File: config.mk
export PLATFORM = sky130hd
export DESIGN_NAME = reg_file_sb
export DESIGN_NICKNAME = d
export VERILOG_FILES = /design/src/rtl/reg_file_sb.sv
export SDC_FILE = /design/constraint.sdc
export NUM_CORES = 2
export LEC_CHECK = 0
export ABC_AREA = 0
export CELL_PAD_IN_SITES_DETAIL_PLACEMENT = 1
export CELL_PAD_IN_SITES_GLOBAL_PLACEMENT = 1
export CORE_ASPECT_RATIO = 0.9
export CORE_UTILIZATION = 50
export CTS_BUF_LIST = sky130_fd_sc_hd__clkbuf_4 sky130_fd_sc_hd__clkbuf_8
export DETAILED_ROUTE_END_ITERATION = 6
export DONT_BUFFER_PORTS = 1
export GPL_TIMING_DRIVEN = 0
export PLACE_DENSITY_LB_ADDON = 0.2
export SLEW_MARGIN = 20
export SYNTH_ARGS = -nofsm -noshare
export SYNTH_HDL_FRONTEND = slang
export SYNTH_SLANG_ARGS = --single-unit
File: constraint.sdc
create_clock -name clk_i -period 6.55 [get_ports clk_i]
set_input_delay 1.31 -clock clk_i [delete_from_list [all_inputs] [get_ports clk_i]]
set_output_delay 1.31 -clock clk_i [all_outputs]
set_load 0.01 [all_outputs]
File: src/rtl/reg_file_sb.sv
// RV32 integer register file with two combinational read ports, one write port
// and a pending-write scoreboard that decode uses to stall on RAW hazards.
module reg_file_sb #(
  parameter int XLEN      = 32,
  parameter int NREGS     = 32,
  parameter bit WR_BYPASS = 1'b1,
  localparam int AW       = $clog2(NREGS)
) (
  input  logic            clk_i,
  input  logic            rstn_i,
  input  logic            regf_write_i,
  input  logic [AW-1:0]   regf_waddr_i,
  input  logic [XLEN-1:0] regf_wdata_i,
  input  logic [AW-1:0]   rs1_addr_i,
  input  logic [AW-1:0]   rs2_addr_i,
  output logic [XLEN-1:0] rs1_data_o,
  output logic [XLEN-1:0] rs2_data_o,
  input  logic            sb_set_i,
  input  logic [AW-1:0]   sb_set_rd_i,
  input  logic            sb_flush_i,
  output logic            rs1_busy_o,
  output logic            rs2_busy_o,
  output logic            stall_o
);

  logic [XLEN-1:0]  regs [NREGS];
  logic [NREGS-1:0] busy;
  logic             wr_valid;

  assign wr_valid = regf_write_i && (regf_waddr_i != '0);

  always_ff @(posedge clk_i or negedge rstn_i) begin
    if (!rstn_i) begin
      for (int i = 0; i < NREGS; i++) regs[i] <= '0;
    end else if (wr_valid) begin
      regs[regf_waddr_i] <= regf_wdata_i;
    end
  end

  // A set is issued by a younger producer, so it is applied after the clear
  // and wins when both target the same register; flush overrides everything.
  always_ff @(posedge clk_i or negedge rstn_i) begin
    if (!rstn_i) begin
      busy <= '0;
    end else if (sb_flush_i) begin
      busy <= '0;
    end else begin
      if (wr_valid) busy[regf_waddr_i] <= 1'b0;
      if (sb_set_i && (sb_set_rd_i != '0)) busy[sb_set_rd_i] <= 1'b1;
    end
  end

  logic byp1, byp2;

  // Bypass is gated by reset so the read ports read zero while reset is held.
  assign byp1 = WR_BYPASS && rstn_i && wr_valid && (regf_waddr_i == rs1_addr_i);
  assign byp2 = WR_BYPASS && rstn_i && wr_valid && (regf_waddr_i == rs2_addr_i);

  always_comb begin
    rs1_data_o = '0;
    if (rs1_addr_i != '0) rs1_data_o = byp1 ? regf_wdata_i : regs[rs1_addr_i];
  end

  always_comb begin
    rs2_data_o = '0;
    if (rs2_addr_i != '0) rs2_data_o = byp2 ? regf_wdata_i : regs[rs2_addr_i];
  end

  // A completing write releases its consumer in the same cycle only when the
  // data is being forwarded; otherwise the consumer waits for the stored copy.
  assign rs1_busy_o = busy[rs1_addr_i] &&
                      !(WR_BYPASS && regf_write_i && (regf_waddr_i == rs1_addr_i));
  assign rs2_busy_o = busy[rs2_addr_i] &&
                      !(WR_BYPASS && regf_write_i && (regf_waddr_i == rs2_addr_i));
  assign stall_o    = rs1_busy_o || rs2_busy_o;

endmodule

======== Yosys cells after proc, flatten, opt, wreduce, memory -nomap -nowiden ========
Index checks and enable logic that the tools add are counted.
storage, ports and cells
  register bits after elaboration ......... 1056
  logic and storage cells ................. 95
  output and inout bits ................... 67
  input port bits ......................... 57
operators by class
  bitwise gates (word level) .............. 6
  multiplexer cells ....................... 25
  equal/unequal tests ..................... 2
  magnitude comparators ................... 10
  reductions and logical operators ........ 19
operators by type and width
  kind                                                                    count
  1024-bit bitwise mux                                                    1
  32-bit 2-to-1 mux                                                       13
  32-bit binary-select mux with 5-bit select                              2
  32-bit demux with 5-bit select                                          1
  32-bit bitwise AND                                                      1
  32-bit inverter                                                         1
  32-bit OR                                                               1
  5-bit by 6-bit < comparator with 1-bit output (second input constant)   4
  5-bit nonzero test                                                      4
  6-bit >= comparator (second input constant)                             3
  5-bit inverter with 6-bit output                                        3
  1-bit logical AND                                                       12
  1-bit binary-select mux with 5-bit select                               2
  1-bit demux with 5-bit select                                           2
  5-bit equality test                                                     2
  5-bit by 1-bit >= comparator with 1-bit output (second input constant)  2
  6-bit by 1-bit < comparator with 1-bit output (second input constant)   1
  1-bit 2-to-1 mux                                                        4
  1-bit zero test                                                         2
  1-bit logical OR                                                        1

======== Depth between registers and ports, before layout ========
  word-level depth ........................ 11
  gate-level depth with buffers ........... 10
  mapped depth without buffers ............ 5

======== Least setup slack after synthesis ========
No wires, ideal clock.
  path kind ............................... in2out
  start point ............................. in rs2_addr_i[0]
  end point ............................... out rs2_data_o[16]
  buffers on the path ..................... 3
  path slack .............................. 2142 ps
  cell stages on the path ................. 8
  data arrival time ....................... 3098 ps
  data required time ...................... 5240 ps
  cell sequence ........................... buf_4 buf_2 buf_2 mux4_2 a22oi_1 nand3_1 nor3_1 nor2_1
between the ends
  cells in the longest elaborated chain, start to end .. 6
  elaborated cells on any way between the ends .. 9
  those cells by class .................... 1 x eq/ne; 5 x mux; 1 x bitwise; 2 x reduce/logical
RTL lines
  element                                                 line  RTL
  start: declaration                                      15    input logic [AW-1:0] rs2_addr_i,
  5-bit inverter with 6-bit output (not written as such)  66    if (rs2_addr_i != '0) rs2_data_o = byp2 ? regf_wdata_i : regs[rs2_addr_i];
  32-bit binary-select mux with 5-bit select              66
  32-bit 2-to-1 mux (not written as such) (2 in series)   66
  32-bit 2-to-1 mux                                       66
  32-bit 2-to-1 mux *                                     66
  end: declaration                                        17    output logic [XLEN-1:0] rs2_data_o,
Mark *: on every way between the ends. The rest lies on a longest branch, timed or not. The select of a mux whose other input is x is not followed.

======== Worst setup path in the final report ========
  start point ............................. in rstn_i
  end point ............................... out rs2_data_o[21]
between the ends
  cells in the longest elaborated chain, start to end .. 4
RTL lines
  element                          line  RTL
  start: declaration               10    input logic rstn_i,
  1-bit logical AND (2 in series)  57    assign byp2 = WR_BYPASS && rstn_i && wr_valid && (regf_waddr_i == rs2_addr_i);
  32-bit 2-to-1 mux (2 in series)  66
No other way between the ends.

==> run summary <==
The worst endpoint data arrival time is 4.98 ns. The run gives 44 as the number of library cell types mapped by synthesis. In the post-synthesis netlist, the biggest area contributors are dfrtp_1, mux4_2, mux2_2.

Including well taps, the total number of placed cells is 5305. Along the worst path, the maximum fanout reaches 132. Clock-pin slew was measured on the worst setup and hold paths at 0.06 ns. The register area share after synthesis was 46.8%; the compound-gate portion of the synthesized area was 2.48%. The run finished, with violations left.

The tools report the register share of total power as 45.3%. For the number of warnings printed during yosys synthesis, the log shows 0. The final number of hold-violating endpoints was 0; the fraction of power spent switching nets was 29.8%. Vertical extent of the die: 321 um. In the synthesized netlist the dominant register cell turns out to be dfrtp_1. Entering global routing, the biggest net connects 203 pins. Timing would allow up to 0.159 GHz. The aggregate global-route resource usage came out at 39.8%. IR analysis of the VDD net gives a maximum drop of 0.000244 V. The number of buffers between clock root and the deepest sink is 3, and the area fraction in and, or, nand and nor cells after synthesis is 3.49%. The detail-routed net length per standard cell came out at 39.7 um. Counting stages on the worst path, the most repeated cell is buf_16. The die is 356 um wide.

After synthesis, the largest family of logic cells by area is multiplexers. The initial standard-cell utilization of the core came out at 50.6%. In this run the critical register-to-register path is captured at busy[25]$_DFF_PN0_. Final clock period utilization by the worst path: 96.1%. Ratio of cells with drive above 1 in the final layout: 48.9%. Across the run, the number of max-cap violations was 0. met1 is the most crowded layer. After floorplanning, the core was divided into 116 placement rows.

Counting flops and latches in the post-synthesis netlist gives 1056. After detailed routing, the number of remaining DRC violations is 9. Detailed placement ended at an HPWL of 149000 um. Of the total synthesized cell area, the portion taken by XOR and XNOR cells is 0.155%. In this run the worst hold path is classified as in -> async.

Traced cell by cell, the critical path runs through buf_16 -> buf_16 -> buf_16 -> nand2_1 -> a21oi_1 -> and3_1 -> clkbuf_1 -> clkbuf_2 -> nor3_1 -> nor2_1. Data required time of the worst path: 5.24 ns. The library cell used most frequently in the layout, excluding fill and tap cells, is dfrtp_1. STA classifies the critical path startpoint as an input pin. At the later pin of the worst-skew pair, clock insertion delay measures 0.92 ns.

The depth of the worst register-to-register path works out to 3. Kind of end point of the critical path: an output port. The cell count after synthesis came out at 3821. The number of clock buffers added by TritonCTS is 180. Summed over all nets, the switching power comes to 5.71 mW. The run gives 27.3 nW as the reported leakage power. The root buffer cell chosen for the clock tree is clkbuf_8. The total overflow left after global routing is 0. During I/O placement, the number of pins put on the boundary was 124. The floorplan step defined a die boundary enclosing 114000 um2. The core region is 112000 um2.

The shortest clock period the worst path allows after layout was 6.29 ns; the number of synthesized flops with an enable pin was 0. Global routing consumed, on the met1 layer, 56.0% of the routing resources. Setup violations remaining at the end of the flow were counted as 0. Post-route non-filler standard cell count: 5628.

The area growth from synthesis to layout is 10.7%. The mean area per synthesized cell was 14.8 um2. The residual antenna-violating net count after detailed routing is 0. Source of the worst register-to-register timing path: busy[25]$_DFF_PN0_.

The first TritonRoute pass finished after 7 iterations. Number of max-slew violations in the final report: 0. TritonCTS built the clock tree.

Global-route wire length before repair: 316000 um. The biggest area contributor in the post-synthesis netlist is dfrtp_1. The slowest stage of the critical path is the clkbuf_1 cell. The via-per-instance ratio is 7.10. The tree built by TritonCTS fans out to 1056 sinks. Setup repair after global routing left no endpoint under its margin. Utilization of the core after routing: 56.0%. The tools report the combinational group share of total power as 20.9%.

The share of synthesized area in the top cell type comes to 46.8%. The final reports fail on design-rule violations. The initial antenna violation count is 3, and the largest clock skew in the final design is 0 ns. For the pin with the worst max-slew slack, the measured transition is 1.30 ns.

For the number of buffers inserted to repair setup after CTS, the log shows 0. After synthesis, the share of cell area in mux cells is 43.8%. Number of nets in the layout: 4073. The classification of the worst setup path was in -> out. Routability-driven placement finished with a final weighted congestion of 0.951. In the layout the commonest cells are dfrtp_1, mux2_2, mux4_2.

For this block, the initial DRC count from the detailed router was 5359. The mapped netlist covers 56500 um2. Relative max-transition margin: 13.3%.

The clock share of power was 33.8%; the peak per-stage delay on the critical path was 0.60 ns. The number of global-route vias before repair was 41.0k; the reg-to-reg setup timing slack was 5.59 ns. Global routing consumed, on the met2 layer, 55.0% of the routing resources. The synthesized net count was 3878; the power per cell area was 306 nW/um2. Input and output buffers added on the ports amount to 0. The logs give 40.0k for the via count of the routed design and 13.4 mW for the cell-internal power. Of the total synthesized cell area, the portion taken by full adders, half adders and majority gates is 0%.

The share of synthesized flip-flops with an asynchronous set or reset came out at 100%. In the global route stage, met3 resource usage came out at 14.5%. Summed over all layers, the routed wires come to 224000 um. The H-tree generated during clock tree synthesis spans 4 levels. For the overall power, the log shows 19.1 mW.
==> cells in the mapped netlist (2+ instances only) <==
cell,count
or2_2,2
buf_2,123
mux4_2,530
buf_4,11
dfrtp_1,1056
mux2_1,45
nor3_1,66
nand3_1,40
nor3b_1,5
o21ai_0,35
buf_6,4
mux2_2,947
a22oi_1,117
and2_1,2
nand2_1,33
xor2_1,10
nand2b_1,4
inv_1,3
and3_1,5
o22ai_1,33
nand4b_1,3
nand3b_1,7
nor2b_1,7
a21oi_1,12
clkbuf_1,249
and3b_1,4
nor4_1,32
a31oi_1,3
buf_1,50
o21ai_1,4
a32oi_1,2
mux2i_1,161
nor2_1,205
==> worst max-delay path: cells and delay by family <==
kind,cells,cell delay (ns)
compound gates,1,0.30
buf+inv,5,2.32
simple gates,4,0.79
==> logic make-up (layout without fill, tap and decap cells) <==
kind of cell | count (synthesis) | in the layout
multiplexers | 1683 | 1683
XOR/XNOR | 10 | 10
AO/OA/AOI/OAI | 209 | 209
other | 0 | 3
flip-flops | 1056 | 1056
AND/OR/NAND/NOR | 421 | 421
buffers and inverters | 442 | 771
==> power groups by stage <==
stage / Sequential, mW / Clock [mW] / Combinational (mW)
6_report: 8.67 / 6.46 / 4.00
3_3_place_gp: 8.62 / 0 / 3.66
2_1_floorplan: 8.35 / 0 / 2.93
5_1_grt: 8.80 / 6.75 / 4.21
3_5_place_dp: 8.72 / 0 / 3.93
4_1_cts: 8.61 / 6.47 / 3.95
==> state kept, by name (all words and copies together) (netlist names) <==
register  flops
regs       1024
busy         32
==> how the worst max path moves through the flow <==
stage                              from             end  slack, ns  cells past startpoint
after global routing             rstn_i  rs2_data_o[20]       0.06                     10
after CTS                        rstn_i  rs2_data_o[16]        0.1                     10
after global placement    rs1_addr_i[2]  rs1_data_o[16]       0.22                      6
after floorplan           rs2_addr_i[0]  rs2_data_o[16]       2.14                      8
final                            rstn_i  rs2_data_o[21]       0.26                     10
after detailed placement         rstn_i   rs1_data_o[0]      -1.01                     10
==> layout make-up <==
type | instances | area [um2]
sequential | 1056 | 26400
inverter | 4 | 15.0
fill | 10600 | 49100
buffer | 438 | 1960
timing repair buffer | 13 | 310
multi-input combinational | 2323 | 28200
clock buffer | 288 | 3530
clock inverter | 28 | 258
tap | 1475 | 1850
antenna | 3 | 7.51
==> layer usage <==
| metal | vias up | routed length (um) |
|---|---|---|
| met4 | 2 | 11100 |
| met5 | - | 12 |
| met2 | 2593 | 94900 |
| met1 | 21800 | 90000 |
| met3 | 569 | 27600 |
| li1 | 15100 | - |
==> stage by stage <==
stage / TNS, ns / area, um2 / hold slack (ns) / worst slack [ns]
after floorplan: 0 / 56500 / 0.441 / 2.14
after global placement: 0 / 58300 / 0.458 / 0.224
after detailed placement: -46.21 / 58600 / 0.470 / -1.01
after CTS: 0 / 62500 / 0.337 / 0.0998
after global routing: 0 / 62500 / 0.398 / 0.0621
final: 0 / 62500 / 0.292 / 0.259
==> repair_timing <==
item | in CTS | in global routing
hold buffers | 0 | 0
endpoints found under the setup margin | 64 | 24
cloned | 2 | 1
resized for setup | 8 | 0
endpoints found under the hold margin | 0 | 0
No activity file was read; power rests on OpenSTA's default activity.
